### config.mk
export PLATFORM = sky130hd
export DESIGN_NAME = uart_tx_scheduler
export DESIGN_NICKNAME = d
export VERILOG_FILES = /design/src/rtl/uart_tx_scheduler.sv
export SDC_FILE = /design/constraint.sdc
export NUM_CORES = 1
export LEC_CHECK = 0
export CAP_MARGIN = 20
export CORE_MARGIN = 5
export CORE_UTILIZATION = 35
export CTS_BUF_LIST = sky130_fd_sc_hd__clkbuf_4
export CTS_CLUSTER_SIZE = 8
export DETAILED_ROUTE_END_ITERATION = 16
export PLACE_DENSITY = 0.55
export SKIP_LAST_GASP = 1
export SLEW_MARGIN = 30
export SYNTH_ARGS = -nofsm -noshare
export SYNTH_HDL_FRONTEND = slang
export SYNTH_SLANG_ARGS = --single-unit
### constraint.sdc
create_clock -name clk -period 7.4 [get_ports clk]
set_input_delay 0.74 -clock clk [delete_from_list [all_inputs] [get_ports clk]]
set_output_delay 0.74 -clock clk [all_outputs]
set_load 0.1 [all_outputs]
### src/rtl/uart_tx_scheduler.sv
// rtl/uart_tx_scheduler.sv - round-robin scheduler sharing one UART transmitter among NREQ requesters
module uart_tx_scheduler #(
   parameter int NREQ       = 4,
   parameter int DATA_W     = 7,
   parameter int START_HOLD = 16,
   parameter int TIMEOUT    = 65535
) (
   input  logic                       clk,
   input  logic                       rstN,
   input  logic [NREQ-1:0]            req,
   input  logic [NREQ*DATA_W-1:0]     req_data,
   output logic [NREQ-1:0]            grant,
   output logic [NREQ-1:0]            done,
   output logic                       tx_start,
   output logic [DATA_W-1:0]          tx_data,
   input  logic                       tx_sent,
   output logic                       busy,
   output logic [$clog2(NREQ)-1:0]    cur_id,
   output logic                       timeout_err
);

   localparam int IDW = $clog2(NREQ);
   localparam int HW  = $clog2(START_HOLD + 1);
   localparam int TW  = $clog2(TIMEOUT + 1);

   typedef enum logic [1:0] {
      S_IDLE  = 2'd0,
      S_START = 2'd1,
      S_WAIT  = 2'd2,
      S_DONE  = 2'd3
   } state_t;

   state_t              state_q, state_d;
   logic [NREQ-1:0]     grant_q, grant_d;
   logic [DATA_W-1:0]   tx_data_q, tx_data_d;
   logic [IDW-1:0]      cur_id_q, cur_id_d;
   logic [IDW-1:0]      last_q, last_d;
   logic [HW-1:0]       hold_cnt_q, hold_cnt_d;
   logic [TW-1:0]       wait_cnt_q, wait_cnt_d;
   logic                sent_seen_q, sent_seen_d;
   logic                to_flag_q, to_flag_d;
   logic                sync1_q, sync2_q, sync3_q;

   logic                any_req;
   logic [IDW-1:0]      sel_idx;
   logic [IDW-1:0]      cand;
   logic [NREQ-1:0]     sel_grant;
   logic [DATA_W-1:0]   sel_data;
   logic                sent_rise;
   logic                hold_last;
   logic                wait_last;

   assign any_req   = |req;
   assign sent_rise = sync2_q & ~sync3_q;
   assign hold_last = (hold_cnt_q == HW'(START_HOLD - 1));
   assign wait_last = (wait_cnt_q == TW'(TIMEOUT - 1));

   // Round-robin pick: scan from last+NREQ down to last+1 so the nearest pending requester wins
   always_comb begin
      sel_idx   = '0;
      cand      = '0;
      sel_grant = '0;
      sel_data  = '0;
      for (int off = NREQ; off >= 1; off--) begin
         cand = IDW'((int'(last_q) + off) % NREQ);
         for (int i = 0; i < NREQ; i++) begin
            if ((IDW'(i) == cand) && req[i]) begin
               sel_idx = cand;
            end
         end
      end
      for (int i = 0; i < NREQ; i++) begin
         if (IDW'(i) == sel_idx) begin
            sel_grant[i] = 1'b1;
            sel_data     = req_data[i*DATA_W +: DATA_W];
         end
      end
   end

   // FSM state register; reset forces IDLE so tx_start drops without waiting for a clock
   always_ff @(posedge clk or negedge rstN) begin
      if (!rstN) begin
         state_q <= S_IDLE;
      end else begin
         state_q <= state_d;
      end
   end

   // FSM next-state: START holds for START_HOLD cycles, WAIT ends on a fresh tx_sent edge or timeout
   always_comb begin
      state_d = state_q;
      case (state_q)
         S_IDLE:  if (any_req) state_d = S_START;
         S_START: if (hold_last) state_d = S_WAIT;
         S_WAIT:  if (sent_seen_q || wait_last) state_d = S_DONE;
         S_DONE:  state_d = S_IDLE;
         default: state_d = S_IDLE;
      endcase
   end

   // FSM outputs decoded from the current state and the registered transaction context
   always_comb begin
      tx_start    = (state_q == S_START);
      busy        = (state_q != S_IDLE);
      timeout_err = (state_q == S_DONE) && to_flag_q;
      done        = '0;
      if (state_q == S_DONE) begin
         for (int i = 0; i < NREQ; i++) begin
            if (IDW'(i) == cur_id_q) begin
               done[i] = 1'b1;
            end
         end
      end
   end

   // Datapath next-state: latch the winner at grant time, run the phase counters, track tx_sent edges
   always_comb begin
      grant_d     = grant_q;
      tx_data_d   = tx_data_q;
      cur_id_d    = cur_id_q;
      last_d      = last_q;
      hold_cnt_d  = '0;
      wait_cnt_d  = '0;
      sent_seen_d = sent_seen_q;
      to_flag_d   = to_flag_q;
      case (state_q)
         S_IDLE: begin
            sent_seen_d = 1'b0;
            to_flag_d   = 1'b0;
            if (any_req) begin
               grant_d   = sel_grant;
               tx_data_d = sel_data;
               cur_id_d  = sel_idx;
            end
         end
         S_START: begin
            hold_cnt_d = hold_cnt_q + HW'(1);
            if (sent_rise) sent_seen_d = 1'b1;
         end
         S_WAIT: begin
            wait_cnt_d = wait_cnt_q + TW'(1);
            if (sent_rise) sent_seen_d = 1'b1;
            if (!sent_seen_q && wait_last) to_flag_d = 1'b1;
         end
         S_DONE: begin
            grant_d = '0;
            last_d  = cur_id_q;
         end
         default: ;
      endcase
   end

   // Datapath registers plus the two-flop tx_sent synchronizer and its edge-history flop
   always_ff @(posedge clk or negedge rstN) begin
      if (!rstN) begin
         grant_q     <= '0;
         tx_data_q   <= '0;
         cur_id_q    <= '0;
         last_q      <= IDW'(NREQ - 1);
         hold_cnt_q  <= '0;
         wait_cnt_q  <= '0;
         sent_seen_q <= 1'b0;
         to_flag_q   <= 1'b0;
         sync1_q     <= 1'b0;
         sync2_q     <= 1'b0;
         sync3_q     <= 1'b0;
      end else begin
         grant_q     <= grant_d;
         tx_data_q   <= tx_data_d;
         cur_id_q    <= cur_id_d;
         last_q      <= last_d;
         hold_cnt_q  <= hold_cnt_d;
         wait_cnt_q  <= wait_cnt_d;
         sent_seen_q <= sent_seen_d;
         to_flag_q   <= to_flag_d;
         sync1_q     <= tx_sent;
         sync2_q     <= sync1_q;
         sync3_q     <= sync2_q;
      end
   end

   assign grant   = grant_q;
   assign tx_data = tx_data_q;
   assign cur_id  = cur_id_q;

endmodule

# Word level (Yosys, flattened, before mapping)
# Index checks and enable logic that the tools add are counted.
# word_totals
in_bits,35
memories,0
mem_bits_ro,0
regBits,43
ramBits,0
latch_bits,0
# classes
muxes,41
n_lt_le_gt_ge,0
n_shift,0
add_sub_neg,6
div_mod_pow,0
n_eq_ne,28
reduce_logical,38
bitwise_logic,2
n_mul,0
# ops
cell,n
2-to-1 mux 2 bit,19
2-to-1 mux 7 bit,4
"equality test 2 bit, first input constant",12
logical AND 1 bit,18
"adder 16 x 1 -> 16 bit, second input constant",1
"equality test 16 bit, second input constant",1
2-to-1 mux 16 bit,1
logical NOT 2 bit,7
"equality test 1 x 2 -> 1 bit, first input constant",6
2-to-1 mux 1 bit,10
2-to-1 mux 4 bit,2
one-hot mux 2 bit (4 select lines),1
one-hot mux 4 bit (2 select lines),1
AND reduction 2 bit,4
nonzero test 2 bit,4
"inequality test 2 bit, second input constant",3
"adder 5 x 1 -> 5 bit, second input constant",1
"equality test 5 x 4 -> 1 bit, second input constant",1
2-to-1 mux 5 bit,1
"adder 2 x 1 -> 2 bit, second input constant",2
"adder 2 bit, second input constant",2
"equality test 2 bit, second input constant",2
"inequality test 2 x 1 -> 1 bit, second input constant",2
one-hot mux 1 bit (2 select lines),2
other kinds (8),8

# Longest topological paths before layout
# Gate-level depths: netlist of run 1.
# depth
word_depth,24
depth_mapped,10

# Worst setup path after synthesis of run 1
# No wires, ideal clock.
# synth_timing
path_type,register to output
startpoint,"register cur_id_q[1], in the netlist cur_id[1]"
endpoint,output done[2]
setup_slack_ps,3381
arrival_time_ps,3279
path_stages_with_launch,2
cell_sequence,dfrtp_1 -> nor3b_1
# synth_via
elab_chain_len,3
# synth_rtl
element,line,source
"start, declared",36,"logic [IDW-1:0] cur_id_q, cur_id_d;"
"start signal, assigned",170,cur_id_q <= cur_id_d;
equality test 2 bit,109,if (IDW'(i) == cur_id_q) begin
2-to-1 mux 1 bit,109,
2-to-1 mux 4 bit,107,if (state_q == S_DONE) begin
"end, declared",13,"output logic [NREQ-1:0] done,"
# No other way between the ends.

# Worst setup path in the final report of run 1
# layout_timing
startpoint,register state_q[0]
endpoint,output done[2]
# layout_via
elab_chain_len,2
# layout_rtl
element,line,source
"start, declared",33,"state_t state_q, state_d;"
"start signal, assigned",85,state_q <= state_d;
equality test 2 bit,107,
2-to-1 mux 4 bit,107,
# No other way between the ends.

==> results.md, run 1 <==
- Outcome: finished clean
- Synth warn: 0
- Proportion of layout cells with a drive suffix above 1: under 10%
- Final setup TNS: 0 ns
- Fillers: ~730
- Initial Util: a little over a third
- Cts repair resizes: 0
- Synth Cell Area: 2570 um^2
- Hold buffer count at cts: 0
- Number of port buffers: 54
- Post-CTS Setup Inserts: 0
- R2R cell count: 8
- First-pass GRT wire length: approximately 9.6 mm
- Pin count of the biggest net entering global routing: 44
- Inserted Diodes: 0
- Clock skew: 0.0126 ns
- Cell Rows: 31
- Iteration count of the initial detailed-routing pass: 4
- Post-Syn Nets: slightly above 300
- Pins Over Slew Limit: 0
- Fin nets: approximately 360
- Period utilization: between 40% and 50%
- Cells after Synth: between 200 and 300
- Max-Cap Viols: 0
- Grt peak-use layer: met2
- I/O pin cnt: between 50 and 60
- Grt ovf: 0
- Cell Pwr Density: approximately 440 nW/um^2
- Most frequent cells in the layout: clkdlybuf4s50_1, dfrtp_1, nand2_1, nor2_1, and2_1
- GP Congestion: 0.757
- Multi-input logic area: between 1000 and 1500 um^2
- Yosys top cell by area: dfrtp_1
- Fin. Hold Viols: 0
- Area growth syn-to-layout: 26.4%
- Synthesized area per cell: between 9 and 10 um^2
- Clk slew on worst S/H paths: 0.12 ns
- M2 GR Usage: a little over a fifth
- H-tree Lvls: 2
- Inst Count DP: a little over 400
- Root Buffer: clkbuf_4
- Startpoint types: flip-flop
- Final setup violation count: 0
- Final wirelength: approximately 5.7 mm
- All-Layer GR Usage: a little over an eighth
- Die area: 9160 um^2
- FF+latch area: roughly 1100 um^2
- Commonest non-fill, non-tap cell in the layout: clkdlybuf4s50_1
- Worst min path class: in -> async
- Fin util: 45.0%
- Post-DRT Antenna Nets: 0
- Sequential cell area fraction in the yosys report: a little over two fifths
- CTS Buf Count: 5
- Worst path arrival time: approximately 2.7 ns
- Worst Tran Pin Value: around 1.0 ns
- 1st-iter DRT viols: between 40 and 50
- Die Y: 95.7 um
- CTS max path bufs: 2
- Max VDD drop: 0.000305 V
- F_max: between 0.2 and 0.3 GHz
- Via Count: 2121
- Crit end category: output port
- Grt met3 use: 3.75%
- TritonCTS clock tree: yes
- LEAKAGE: about 1.3 nW
- Pwr Total: ~1.4 mW
- Req. time, crit path: 6.66 ns
- Hold Worst Slack: 0.355 ns
- CORE AREA: approximately 7200 um^2
- CP Max Fanout: 9
- Yosys reg bits: 43
- RSZ-0062 raised after global routing: no
- Distinct cells, synth: 51
- Vias in the first global route: just over 2000
- Met1 Resource Use GR: between 10% and 20%
- Critical R2R Launch: last_q[0]$_DFFE_PN1P_
- Yosys top cell area share: 39.9%
- Relative slew slack: between 30% and 40%
- Sink Count: 43
- Initial antenna violation count: 0
- Async set or reset register ratio after synthesis: 100%
- Finished Layout Cells: approximately 410
- Min cycle time layout: between 3 and 4 ns
- Vias per cell: slightly above 5
- WL/cell: around 14 um
- Post-DP HPWL: between 4 and 5 mm
- FF-to-FF setup slack: approximately 4.1 ns
- R2r endpoint: grant[0]$_DFFE_PN0P_
- Post-synth top flop: dfrtp_1
- # DRC: 0
- Setup Crit Path Kind: reg -> out
- Clk_lat worst skew: about 0.36 ns
- EDFF count, synth: 0
- Main area contributors after synthesis: dfrtp_1, ha_1, o21bai_1
- Die width: 95.7 um
## critical path, cell delays in order (launching register included)
cell and delay (ns):
dfrtp_1 0.39, ha_1 0.36, inv_1 0.18, nor3b_1 0.22, clkdlybuf4s50_1 1.17
## cells in the mapped netlist, drive strengths merged (2+ instances only)
cell type and instances:
o2111ai 2, a32oi 2, or3 6, a21boi 5
inv 11, ha 12, nand2 19, and3 3
nor2b 5, dfrtp 41, o211ai 15, nor3b 2
nor4 2, a21oi 8, a22o 7, buf 4
xor2 5, and2 13, a22oi 4, mux2i 2
nand3 8, dfstp 2, or2 2, a31oi 7
nand4 2, o21bai 12, clkbuf 5, xnor2 6
nor2 16, nor3 5, o21ai 14
## power by group
part           switching (mW)  internal, mW  total, mW
Sequential             0.0464         0.295      0.342
Clock                  0.0756        0.0395      0.115
Combinational           0.676         0.295      0.971
## state kept, by name, indices dropped and copies added (netlist names), 2 cells and up
name        cells
wait_cnt_q     16
state_q         2
tx_data         7
grant           4
last_q          2
cur_id          2
hold_cnt_q      5
## metrics by stage
step           setup slack (ns)  instance area (um^2)
6_report                   3.99                  3250
5_1_grt                    3.82                  3250
4_1_cts                    3.93                  3240
3_5_place_dp               3.97                  3190
3_3_place_gp               4.02                  3180
2_1_floorplan              3.38                  2570
## worst max-delay path by stage
stage                           startpoint                endpoint
finish              state_q[0]$_DFFE_PN0P_                 done[2]
CTS                 state_q[0]$_DFFE_PN0P_                 done[2]
floorplan            cur_id[1]$_DFFE_PN0P_                 done[2]
global route         last_q[0]$_DFFE_PN1P_  tx_data[1]$_DFFE_PN0P_
global placement                    req[2]    grant[0]$_DFFE_PN0P_
detailed placement                  req[1]    grant[0]$_DFFE_PN0P_
## layout make-up
class | instances | area share (%)
timing repair buffer | 55 | 16.8
sequential | 43 | 33.2
clock buffer | 6 | 1.39
inverter | 12 | 1.39
clock inverter | 2 | 0.270
multi-input combinational | 197 | 43.1
tap | 99 | 3.81
## per-layer routing
metal  vias up  share of wire (%)
li1       1057                  -
met1       988                 47
met2        68                 45
met3         8                6.5
met4         0                1.4
met5         -                  0
## cell families after synthesis
group | Yosys count | synth area share, %
DFF | 43 | 42.0
and+or+nand+nor | 87 | 17.8
xor gates and xnor gates | 11 | 3.75
buffers and inverters | 21 | 3.85
muxes | 3 | 1.22
adders and majority gates | 12 | 5.84
AOI/OAI and AO/OA | 84 | 25.6
Power figures use the tool's default switching activity.
==> inputs of run 2 (changes only) <==
clock period = 3.2 ns   (was 7.4 ns; I/O delays follow)
==> run 2 against run 1 <==
Compared with the run above: flip-flop and latch count did not move; via count rose by 2.1%; power rose by 140%; non-clock buffer count rose by 5; combinational power rose by 140%; design area rose by 0.85%; sequential power rose by 130%; final cell count rose by 1.2%; critical path type is now reg -> reg; largest power group unchanged.
==> results.md, run 2 (synthesis results as in run 1) <==
- Outcome: finished clean
- Pins Over Slew Limit: 0 (unchanged)
- Final setup TNS: 0 ns (unchanged)
- Number of port buffers: 54 (unchanged)
- CP Max Fanout: 17 (+8)
- Clock skew: 0.0130 ns (+0.000364 ns)
- Fin nets: 366 (+1.4%)
- Inserted Diodes: 0 (unchanged)
- Max VDD drop: 0.000711 V (+130%)
- Cts repair resizes: 0 (unchanged)
- Initial antenna violation count: 0 (unchanged)
- F_max: between 0.3 and 0.4 GHz
- Die width: 95.7 um (unchanged)
- Wire length on met3: 374 um (+1.1%)
- Crit end category: flip-flop
- Iteration count of the initial detailed-routing pass: 4 (unchanged)
- Most frequent cells in the layout: clkdlybuf4s50_1, dfrtp_1, nand2_1, nor2_1
- WL/cell: 15.0 um (+8.5%)
- Biggest register: wait_cnt_q
- Startpoint types: flip-flop
- Worst Hold Path EP: sync2_q$_DFF_PN0_
- Worst min path class: reg -> reg
- Period utilization: 86.9%
- Req. time, crit path: 3.50 ns (-3.16 ns)
- CTS Buf Count: 5 (unchanged)
- RSZ-0062 raised after global routing: no
- HP Start: sync1_q$_DFF_PN0_
- Final setup violation count: 0 (unchanged)
- Fin. Hold Viols: 0 (unchanged)
- Critical Path Most Common Cell: a22o_1
- First-pass GRT wire length: 10.9 mm (+13%)
- R2r endpoint: grant[0]$_DFFE_PN0P_
- Critical R2R Launch: last_q[0]$_DFFE_PN1P_
- Sink Count: 43 (unchanged)
- Finished Layout Cells: 419 (+1.2%)
- Slowest cell delay on critical path: 0.61 ns (-0.56 ns)
- Inst Count DP: 410 (+0.99%)
- Relative slew slack: 33.5% (+0.21 points)
- Grt ovf: 0 (unchanged)
- Min cycle time layout: about 2.8 ns
- # DRC: 0 (unchanged)
- R2R cell count: 8 (unchanged)
- Area growth syn-to-layout: 27.5%
- I/O pin cnt: 55 (unchanged)
- Hold buffer count at cts: 1 (+1)
- WL met2: 2.84 mm (+9.5%)
- Clk slew on worst S/H paths: 0.14 ns (+0.02 ns)
- Slowest-stage cell, CP: dfstp_2
- Worst path arrival time: 3.08 ns (+0.41 ns)
- Post-DP HPWL: 4.66 mm (+10%)
- Vias in the first global route: 2304 (+11%)
- Top routing layer in use: met4
- Largest register FFs: 16 (unchanged)
- Clk_lat worst skew: 0.35 ns (about the same)
- Root Buffer: clkbuf_4
- Initial Util: 35.6% (unchanged)
- Die area: 9160 um^2 (unchanged)
- Critical-path cell list: clkinv_1 > ha_1 > a22o_1 > o211ai_1 > a21oi_1 > or2_1 > o41ai_2 > a22o_1
- Fillers: 704 (-4.0%)
- Post-DRT Antenna Nets: 0 (unchanged)
- Pwr Total: 3.38 mW (+140%)
- 1st-iter DRT viols: 72 (+47%)
- Worst Tran Pin Value: 0.995 ns (-0.00321 ns)
- CTS max path bufs: 2 (unchanged)
- TritonCTS clock tree: yes
- Commonest non-fill, non-tap cell in the layout: clkdlybuf4s50_1
- GP Congestion: 0.825 (+9.0%)
- FF-to-FF setup slack: 0.42 ns (-3.66 ns)
- Via Count: 2165 (+2.1%)
- WHS Path Cells: 0
- Vias per cell: 5.17 (+0.86%)
- Final wirelength: 6.30 mm (+9.8%)
- LEAKAGE: 1.37 nW (+2.6%)
- Max-Cap Viols: 0 (unchanged)
- Pin count of the biggest net entering global routing: 44 (unchanged)
- Cell Pwr Density: 1030 nW/um^2 (+130%)
- Proportion of layout cells with a drive suffix above 1: 11.6% (+4.3 points)
- Die Y: 95.7 um (unchanged)
- Met1 Wirelength: 2.99 mm (+11%)
- CORE AREA: 7210 um^2 (unchanged)
- Post-CTS Setup Inserts: 0 (unchanged)
- Setup Crit Path Kind: reg -> reg
- Cell Rows: 31 (unchanged)
- All-Layer GR Usage: 15.3% (+1.9 points)
- H-tree Lvls: 2 (unchanged)
==> run 2: cell types whose count changed in the layout (fill, tap and decap cells not counted), sizes merged <==
cell and change:
clkinvlp +1, clkdlybuf4s50 -7, dlygate4sd3 +1, buf +11, clkinv -1
==> run 2: where the power goes <==
| part | internal, mW | total [mW] | switching [mW] |
|---|---|---|---|
| combinational | 0.708 | 2.31 | 1.60 |
| clock | 0.0936 | 0.280 | 0.187 |
| sequential | 0.683 | 0.795 | 0.112 |
| total | 1.49 | 3.38 | 1.90 |
==> run 2: worst max path at each step <==
stage / start / end / slack, ns / depth (start not counted)
global route: last_q[0]$_DFFE_PN1P_ / tx_data[6]$_DFFE_PN0P_ / 0.18 / 8
global placement: last_q[0]$_DFFE_PN1P_ / tx_data[6]$_DFFE_PN0P_ / 0.46 / 9
detailed placement: last_q[0]$_DFFE_PN1P_ / tx_data[0]$_DFFE_PN0P_ / 0.43 / 8
floorplan: cur_id[0]$_DFFE_PN0P_ / done[1] / 0.46 / 2
finish: last_q[0]$_DFFE_PN1P_ / grant[0]$_DFFE_PN0P_ / 0.42 / 8
CTS: last_q[0]$_DFFE_PN1P_ / tx_data[6]$_DFFE_PN0P_ / 0.40 / 8
==> run 2: area by class of cell <==
type | instances | area [um^2] | area share [%]
Inverter | 12 | 45.0 | 1.38
Tap cell | 99 | 124 | 3.78
Timing Repair Buffer | 60 | 568 | 17.3
Clock inverter | 2 | 12.5 | 0.382
Clock buffer | 6 | 45.0 | 1.38
Sequential cell | 43 | 1080 | 32.9
Multi-Input combinational cell | 197 | 1400 | 42.8
==> run 2: critical path: cells and delay by family, from the launching register on <==
kind	cells	cell delay, ns
flip-flops	1	0.61
buffers and inverters	1	0.12
AO/OA/AOI/OAI	5	1.23
AND/OR/NAND/NOR	1	0.49
adder cells (fa/ha/maj)	1	0.27
==> run 2: metal layers <==
metal / GRT usage [%] / vias to the layer above
met4: 4.15 / 0
li1: - / 1072
met1: 20.5 / 1017
met5: 0 / -
met2: 23.6 / 67
met3: 5.00 / 9
==> run 2: stage by stage <==
stage	utilization, %	setup WS, ns	area, um^2	hold slack, ns
floorplan	-	0.465	2580	0.0244
global placement	44.4	0.459	3210	0.341
detailed placement	44.5	0.426	3210	0.341
CTS	45.4	0.404	3280	0.372
global route	45.4	0.177	3280	0.344
finish	45.4	0.418	3280	0.372
==> inputs of run 3 (changes only) <==
CAP_MARGIN = 5   (was 20)
==> results of run 3 <==
The final DEF is identical to that of run 2; final timing and power are the same.
